--- src/rtl/core_pkg.sv ---
// riscv and core packages: shared instruction constants, pipeline bus and memory-op types.
`default_nettype none

package riscv;
  localparam logic [31:0] I_NOP = 32'h0000_0013;  // addi x0, x0, 0
endpackage

package core;
  localparam int XLEN = 32;

  typedef enum logic [3:0] {
    MEM_NOP, MEM_LB, MEM_LH, MEM_LW, MEM_LBU, MEM_LHU, MEM_SB, MEM_SH, MEM_SW
  } mem_op_t;

  typedef enum logic [3:0] {
    ALU_NOP, ALU_ADD, ALU_SUB, ALU_AND, ALU_OR, ALU_XOR,
    ALU_SLL, ALU_SRL, ALU_SRA, ALU_SLT, ALU_SLTU
  } alu_op_t;

  typedef enum logic [2:0] {
    NOP, R_TYPE, I_TYPE, S_TYPE, B_TYPE, U_TYPE, J_TYPE
  } format_t;

  typedef enum logic [1:0] {IDLE, REQ, WAIT} mem_state_t;

  typedef struct packed {
    logic [31:0]     instr;
    format_t         format;
    alu_op_t         alu_op;
    mem_op_t         mem_op;
    logic [4:0]      rd;
    logic            rd_we;
    logic [XLEN-1:0] alu_result;
    logic [XLEN-1:0] rs2_data;
    logic [XLEN-1:0] wb_data;
  } pipeline_bus_t;

  function automatic pipeline_bus_t bubble();
    pipeline_bus_t b;
    b        = '0;
    b.instr  = riscv::I_NOP;
    b.format = NOP;
    b.alu_op = ALU_NOP;
    b.mem_op = MEM_NOP;
    return b;
  endfunction

  function automatic logic is_store(mem_op_t op);
    return (op == MEM_SB) || (op == MEM_SH) || (op == MEM_SW);
  endfunction

  function automatic logic is_mem(mem_op_t op);
    return is_store(op) || (op == MEM_LB) || (op == MEM_LH) || (op == MEM_LW) ||
           (op == MEM_LBU) || (op == MEM_LHU);
  endfunction
endpackage

`default_nettype wire

--- src/rtl/mem_stage_lsu_align.sv ---
// lsu_align: combinational store lane formatting, load extraction/extension and misalign detect.
`default_nettype none

module lsu_align
  import core::*;
(
  input  mem_op_t     mem_op,
  input  logic [1:0]  addr_lo,
  input  logic [31:0] store_data,
  input  logic [31:0] rdata,
  output logic [3:0]  be,
  output logic [31:0] wdata,
  output logic [31:0] load_data,
  output logic        misalign
);

  logic [7:0]  lane_b;
  logic [15:0] lane_h;

  assign lane_b = rdata[{addr_lo, 3'b000} +: 8];
  assign lane_h = addr_lo[1] ? rdata[31:16] : rdata[15:0];

  always_comb begin
    be        = 4'b0000;
    wdata     = store_data;
    load_data = rdata;
    misalign  = 1'b0;
    case (mem_op)
      MEM_LB:  load_data = {{24{lane_b[7]}}, lane_b};
      MEM_LBU: load_data = {24'h0, lane_b};
      MEM_LH: begin
        misalign  = addr_lo[0];
        load_data = {{16{lane_h[15]}}, lane_h};
      end
      MEM_LHU: begin
        misalign  = addr_lo[0];
        load_data = {16'h0, lane_h};
      end
      MEM_LW:  misalign = |addr_lo;
      MEM_SB: begin
        be    = 4'b0001 << addr_lo;
        wdata = {4{store_data[7:0]}};
      end
      MEM_SH: begin
        misalign = addr_lo[0];
        be       = addr_lo[1] ? 4'b1100 : 4'b0011;
        wdata    = {2{store_data[15:0]}};
      end
      MEM_SW: begin
        misalign = |addr_lo;
        be       = 4'b1111;
      end
      default: ;
    endcase
  end

endmodule

`default_nettype wire

--- src/rtl/mem_stage.sv ---
// mem_stage: load/store access FSM over a req/gnt/rvalid port with a registered writeback bus.
`default_nettype none

module mem_stage
  import core::*;
#(
  parameter int XLEN = 32
) (
  input  logic            clk,
  input  logic            rst,
  input  pipeline_bus_t   bus_i,
  output pipeline_bus_t   mem_bus_o,
  output logic            stall_o,
  output logic            misalign_o,
  output logic            dmem_req_o,
  output logic            dmem_we_o,
  output logic [XLEN-1:0] dmem_addr_o,
  output logic [3:0]      dmem_be_o,
  output logic [XLEN-1:0] dmem_wdata_o,
  input  logic            dmem_gnt_i,
  input  logic            dmem_rvalid_i,
  input  logic [XLEN-1:0] dmem_rdata_i
);

  mem_state_t  state;
  logic        mis;
  logic        mem_op;
  logic        legal;
  logic        store;
  logic        req_phase;
  logic [31:0] load_data;

  lsu_align u_align (
    .mem_op     (bus_i.mem_op),
    .addr_lo    (bus_i.alu_result[1:0]),
    .store_data (bus_i.rs2_data),
    .rdata      (dmem_rdata_i),
    .be         (dmem_be_o),
    .wdata      (dmem_wdata_o),
    .load_data  (load_data),
    .misalign   (mis)
  );

  assign mem_op    = is_mem(bus_i.mem_op);
  assign store     = is_store(bus_i.mem_op);
  assign legal     = mem_op && !mis;
  assign req_phase = (state == IDLE) || (state == REQ);

  // Upstream holds bus_i stable while stalled, so address/data need no local copy.
  assign dmem_addr_o = {bus_i.alu_result[XLEN-1:2], 2'b00};
  assign dmem_req_o  = rst && req_phase && legal;
  assign dmem_we_o   = dmem_req_o && store;
  assign stall_o     = rst && ((req_phase && legal && !(store && dmem_gnt_i)) ||
                               ((state == WAIT) && !dmem_rvalid_i));

  always_ff @(posedge clk) begin
    if (!rst) begin
      state      <= IDLE;
      mem_bus_o  <= bubble();
      misalign_o <= 1'b0;
    end else begin
      misalign_o <= 1'b0;
      case (state)
        IDLE, REQ: begin
          if (legal) begin
            mem_bus_o <= bubble();
            if (!dmem_gnt_i) begin
              state <= REQ;
            end else if (store) begin
              mem_bus_o <= bus_i;
              state     <= IDLE;
            end else begin
              state <= WAIT;
            end
          end else if (mem_op) begin
            mem_bus_o  <= bubble();
            misalign_o <= 1'b1;
            state      <= IDLE;
          end else begin
            mem_bus_o <= bus_i;
            state     <= IDLE;
          end
        end
        WAIT: begin
          if (dmem_rvalid_i) begin
            mem_bus_o         <= bus_i;
            mem_bus_o.wb_data <= load_data;
            state             <= IDLE;
          end else begin
            mem_bus_o <= bubble();
          end
        end
        default: begin
          mem_bus_o <= bubble();
          state     <= IDLE;
        end
      endcase
    end
  end

endmodule

`default_nettype wire

--- config.mk ---
export PLATFORM = sky130hd
export DESIGN_NAME = mem_stage
export DESIGN_NICKNAME = d
export VERILOG_FILES = /design/src/rtl/core_pkg.sv /design/src/rtl/mem_stage_lsu_align.sv /design/src/rtl/mem_stage.sv
export SDC_FILE = /design/constraint.sdc
export NUM_CORES = 1
export LEC_CHECK = 0
export CAP_MARGIN = 20
export CORE_AREA = 2 2 155 157
export DETAILED_ROUTE_END_ITERATION = 8
export DIE_AREA = 0 0 157 159
export GPL_ROUTABILITY_DRIVEN = 0
export PLACE_DENSITY_LB_ADDON = 0.15
export RECOVER_POWER = 25
export SKIP_LAST_GASP = 1
export SYNTH_ARGS = -nofsm -noshare
export SYNTH_HDL_FRONTEND = slang
export SYNTH_SLANG_ARGS = --single-unit
--- constraint.sdc ---
create_clock -name clk -period 2 [get_ports clk]
set_input_delay 0.4 -clock clk [delete_from_list [all_inputs] [get_ports clk]]
set_output_delay 0.4 -clock clk [all_outputs]
set_load 0.02 [all_outputs]
; Yosys cells after proc, flatten, opt, wreduce, memory -nomap -nowiden
; Index checks and enable logic that the tools add are counted.
[classes]
eq_ne = 11
shifts = 2
muxes = 18
n_reduce_logical = 27
bitwise = 2
[ops]
columns = op, n
row1 = 2-to-1 mux 145 bit, 5
row2 = case mux 145 bit (2 select lines), 1
row3 = case mux 32 bit (4 select lines), 1
row4 = case mux 32 bit (2 select lines), 1
row5 = indexed part select 32 x 6 -> 8 bit, 1
row6 = "equality test 4 x 3 -> 1 bit, second input constant", 4
row7 = 2-to-1 mux 16 bit, 1
row8 = case mux 4 bit (3 select lines), 1
row9 = logical AND 1 bit, 9
row10 = logical OR 1 bit, 9
row11 = "equality test 4 x 2 -> 1 bit, second input constant", 2
row12 = 2-to-1 mux 2 bit, 4
row13 = OR reduction 2 bit, 3
row14 = OR reduction 3 bit, 2
row15 = "equality test 4 x 1 -> 1 bit, second input constant", 1
row16 = "equality test 4 bit, second input constant", 1
row17 = 2-to-1 mux 4 bit, 1
row18 = case mux 2 bit (2 select lines), 1
row19 = "<< shifter 1 x 2 -> 4 bit, first input constant", 1
row20 = zero test 1 bit, 3
row21 = "equality test 2 x 1 -> 1 bit, second input constant", 1
row22 = "equality test 2 bit, second input constant", 1
row23 = zero test 2 bit, 1
row24 = "!= test 2 bit, second input constant", 1
row25 = 3 further kinds, 4
[totals]
word_cells = 71
input_bits = 181
reg_bits = 148
output_inout_bits = 217

; Depth between registers and ports, before layout
[depth]
word_depth = 13
depth_mapped = 8

; Modules after synthesis
; Synthesis repeated with hierarchy kept, for this count alone.
[hier_totals]
hier_cells = 871
area_unflattened_um2 = 7203.2
[by_module_without_submodules]
columns = mod, seq_area_each_um2, cells_each, instances, area_per_inst_um2
row1 = mem_stage, 2962.8, 700, 1, 5895.7
row2 = lsu_align, 0.0, 171, 1, 1307.5

; Least setup slack after synthesis
; OpenSTA, ideal clock, no wires.
[synth_timing]
path_kind = input to output
from = input port bus_i[105] (netlist name)
to = output port stall_o
path_buffers = 2
stages = 6
t_arrival_ps = 2003
t_required_ps = 1600
path_slack_ps = -403
cell_sequence = buf_2 > nor4b_2 > a21oi_1 > nand2_1 > clkbuf_1 > o31ai_1
[synth_between]
elab_chain_len = 13
[synth_lines]
columns = item, line
row1 = from (decl), mem_stage.sv:11  ; input pipeline_bus_t bus_i,
row2 = "equality test 4 x 3 -> 1 bit, on equally long branches", "core_pkg.sv:49, mem_stage_lsu_align.sv:28"
row3 = logical OR 1 bit (2 in a row), core_pkg.sv:49  ; return (op == MEM_SB) || (op == MEM_SH) || (op == MEM_SW);
row4 = logical OR 1 bit (4 in a row), core_pkg.sv:53  ; return is_store(op) || (op == MEM_LB) || (op == MEM_LH) || (op == MEM_LW) ||
row5 = logical OR 1 bit, core_pkg.sv:54  ; (op == MEM_LBU) || (op == MEM_LHU);
row6 = logical AND 1 bit, mem_stage.sv:46  ; assign legal = mem_op && !mis;
row7 = logical AND 1 bit, mem_stage.sv:53  ; assign stall_o = rst && ((req_phase && legal && !(store && dmem_gnt_i)) ||
row8 = logical AND 1 bit *, mem_stage.sv:53
row9 = logical OR 1 bit *, mem_stage.sv:53
row10 = logical AND 1 bit *, mem_stage.sv:53
row11 = to (decl), mem_stage.sv:13  ; output logic stall_o,
; Every way passes the cells marked *; elsewhere a longest branch is shown, timed or not.

; Worst setup path in the final report
[layout_timing]
from = input port bus_i[103] (netlist name)
to = output port stall_o
; The elaborated chain is that of the path after synthesis.

==> results.json <==
{
  "number_of_synthesized_flops_with_an_enable_pin": 0,
  "io_buffers": 395,
  "gate_count_of_the_mapped_netlist": 674,
  "grt_max_degree": 49,
  "grt_pass1_wl_um": 39200,
  "critical_register_to_register_path_startpoint": "state[1]",
  "placeableCoreArea_sq_um": 23200,
  "clk_pin_slew_ps": 70,
  "timing.slew.headroom_pct": 57.4,
  "startpoint_kind_of_the_worst_setup_timing_path": "input port",
  "drt_pre_antenna_iters": 4,
  "power_density_relative_to_cell_area_nw_per_um2": 720,
  "antenna_violations_before_repair": 2,
  "endpoint_kind": "primary output",
  "nets": 1328,
  "yosys_register_bits": 148,
  "most-common-layout-cells": "sky130_fd_sc_hd__clkdlybuf4s50_1 (344), sky130_fd_sc_hd__dfxtp_1 (148), sky130_fd_sc_hd__buf_4 (125), sky130_fd_sc_hd__nor2_1 (96), sky130_fd_sc_hd__nand2_1 (94)",
  "final.min_clock_period_ps": 2060,
  "synth.lib_cells_used.distinct": 55,
  "detailed_place_hpwl_um": 19800,
  "hold_viol": 0,
  "critical_path_peak_fanout": 3,
  "synth.cell_area_sq_um": 6330,
  "setup_violations": 1,
  "synth.top_cells.by_area": "sky130_fd_sc_hd__dfxtp_1 (47%), sky130_fd_sc_hd__nand2_1 (5.9%), sky130_fd_sc_hd__nor2_1 (5.8%)",
  "synth_largest_area_cell": "sky130_fd_sc_hd__dfxtp_1",
  "status": "finished, violations left",
  "post_synth_fa_ha_maj_area_fraction_pct": 0,
  "yosys_most_used_dff": "sky130_fd_sc_hd__dfxtp_1",
  "per_cell_routed_wire_length_um": 18.0,
  "core.rowCount": 56,
  "first_global_vias": 6608,
  "r2r_cells": 6,
  "synth_top_family_by_area": "compound AO/OA/AOI/OAI gates",
  "drt-vias-per-instance": 4.40,
  "yosysSeqAreaShare_pct": 46.8,
  "initial_core_util_pct": 27.3,
  "multi_input_logic_area_sq_um": 2960,
  "area_growth_pct": 92.6,
  "final.fill_count": 2159,
  "syn_avg_cell_area_sq_um": 9.40,
  "critical_path_depth": 7,
  "worstPathBufferInverterCount": 4,
  "synth.mux.area_fraction_pct": 8.22,
  "preCtsSetupSlack_ps": -844,
  "floorplan.die.height_um": 159,
  "die_area_sq_um": 25000,
  "gr-usage-all-layers_pct": 20.7,
  "fmax_ghz": 0.486,
  "finalCritPeriodShare_pct": 103,
  "path_delay_family": "simple AND/OR/NAND/NOR gates",
  "clock_path_buffers": 2,
  "worst_ep_arrival_time_ps": 1660,
  "worst-r2r-setup-slack_ps": 190,
  "drt_iter0_drc": 417,
  "cts_root_cell": "sky130_fd_sc_hd__clkbuf_16",
  "timing.final.ws_setup_ps": -56.9,
  "synth-simple-area-share_pct": 16.8,
  "violations_in_the_final_reports": "setup timing",
  "clock_tree_from_tritoncts": "done",
  "yosys_warnings": 0,
  "synth.top_cell.area_share_pct": 46.8,
  "clock_sink_count": 148,
  "worstSetupEndpoint": "stall_o",
  "power.static_leakage_nw": 5.06,
  "final_layout_size_suffix_gt1_share_pct": 25.4,
  "worstPathRequired_ps": 1600,
  "timing_worst_setup_path_type": "in2out",
  "yosys.area_share.xor_xnor_pct": 0.138,
  "gr-total-overflow": 0,
  "async_flop_share_pct": 0,
  "path_cells": "buf_6 -> or4b_4 -> buf_8 -> a21boi_4 -> buf_6 -> o31ai_4 -> buf_6",
  "layout.cells.most_common": "sky130_fd_sc_hd__clkdlybuf4s50_1",
  "unrepaired_setup_endpoints_after_global_routing": "true",
  "clock_latency_ps": 420,
  "antenna_left": 0,
  "cts-htree-levels": 4,
  "fin_total_pwr_mw": 8.78,
  "maxSlewViolCount": 0,
  "pin_count": 398,
  "cts_made_buffers": 17,
  "synth-compound-area-share_pct": 17.7,
  "maxCapViolations": 0,
  "vdd_ir_drop_max_v": 0.000431,
  "hold_path_class": "in2reg",
  "totalWireLength_um": 26700,
  "drcViolationCount": 0,
  "critical-path-max-stage-delay_ps": 550,
  "hold_fix_buffers_at_cts": 0,
  "num_vias": 6521,
  "clock_skew_ps": 8.16,
  "final_cell_area_sq_um": 12200,
  "worst_path_max_delay_cell": "sky130_fd_sc_hd__or4b_4",
  "worstReg2RegEnd": "mem_bus_o[18]",
  "tightestPinTransition_ps": 638,
  "critPathLaunch": "bus_i[103]",
  "crit_path_frequent_cell": "sky130_fd_sc_hd__buf_6",
  "sequential_cell_area_sq_um": 2960,
  "dpl-instance-area_sq_um": 11200,
  "die_w_um": 157
}
how the worst min path moves through the flow:
stage	slack, ps	cells after the start	from	end
finish	360	3	bus_i[104]	mem_bus_o[104]
global route	370	3	bus_i[103]	mem_bus_o[103]
detailed placement	600	2	state[0]	state[0]
CTS	260	2	bus_i[104]	mem_bus_o[104]
floorplan	480	1	dmem_gnt_i	state[0]
global placement	620	2	state[0]	state[0]
power breakdown:
group	internal, mW	total (mW)	switching, mW
clock	1.90	3.38	1.47
sequential	3.13	3.18	0.0500
combinational	1.15	2.23	1.07
total	6.19	8.78	2.60
through the flow:
step	cells	TNS, ps	util (%)	hold WS (ps)
after CTS	1476	-462	52.3	260
after global placement	1423	-123990	48.5	617
after detailed placement	1423	-123370	48.5	597
after global routing	1480	-169	52.6	373
after floorplan	675	-57.9	-	479
final	1481	-56.9	52.6	359
synth_stat cells (2+ instances only):
cell / instances
sky130_fd_sc_hd__o21ai_0: 9
sky130_fd_sc_hd__o31ai_1: 4
sky130_fd_sc_hd__and4_1: 7
sky130_fd_sc_hd__nand2_1: 99
sky130_fd_sc_hd__nor3_1: 3
sky130_fd_sc_hd__buf_1: 3
sky130_fd_sc_hd__a311oi_1: 7
sky130_fd_sc_hd__nand3b_1: 9
sky130_fd_sc_hd__a21oi_1: 22
sky130_fd_sc_hd__nor3b_1: 2
sky130_fd_sc_hd__mux2i_1: 16
sky130_fd_sc_hd__dfxtp_1: 148
sky130_fd_sc_hd__or3_1: 3
sky130_fd_sc_hd__buf_2: 10
sky130_fd_sc_hd__inv_1: 27
sky130_fd_sc_hd__buf_4: 41
sky130_fd_sc_hd__nor2_1: 98
sky130_fd_sc_hd__o311ai_1: 7
sky130_fd_sc_hd__a31oi_2: 2
sky130_fd_sc_hd__a211o_1: 2
sky130_fd_sc_hd__mux4_2: 8
sky130_fd_sc_hd__o32ai_1: 5
sky130_fd_sc_hd__a21boi_1: 3
sky130_fd_sc_hd__o32ai_2: 12
sky130_fd_sc_hd__nand3_1: 3
sky130_fd_sc_hd__o31ai_2: 8
sky130_fd_sc_hd__clkbuf_1: 31
sky130_fd_sc_hd__a21boi_0: 30
sky130_fd_sc_hd__mux2_2: 16
sky130_fd_sc_hd__buf_6: 6
sky130_fd_sc_hd__a21o_1: 2
sky130_fd_sc_hd__o221ai_1: 8
worst min-delay path: stages:
cell and delay [ps]:
sky130_fd_sc_hd__buf_8 90, sky130_fd_sc_hd__buf_4 100, sky130_fd_sc_hd__a21boi_0 140
cell families after synthesis:
logic type,after synthesis
compound gates,128
xor+xnor,1
buf+inv,118
flops,148
mux,40
other cells,1
simple gates,238
state kept, by name, summed over array words and instances, names as in the netlist:
signal,count
mem_bus_o,145
misalign_o,1
state,2
metal layers:
layer	up-vias	routed length (um)	GRT usage [%]
li1	3238	-	-
met1	3010	10300	22.7
met2	249	13800	37.8
met3	24	2300	7.35
met4	0	313	4.80
met5	-	0	0
area by class of cell:
cell class | count | area share, %
multi-input combinational | 411 | 24.2
antenna | 2 | 0.0410
clock buffer | 17 | 3.49
tap | 319 | 3.27
sequential | 148 | 24.3
clock inverter | 15 | 1.53
inverter | 27 | 0.831
timing repair buffer | 542 | 42.3
timing repair:
item,CTS,global route
resized for setup,164,41
setup endpoints to repair,182,119
pin swaps,15,9
buffers inserted,17,4
gates cloned,4,0
Note: power is estimated with default switching activity, not from simulation.
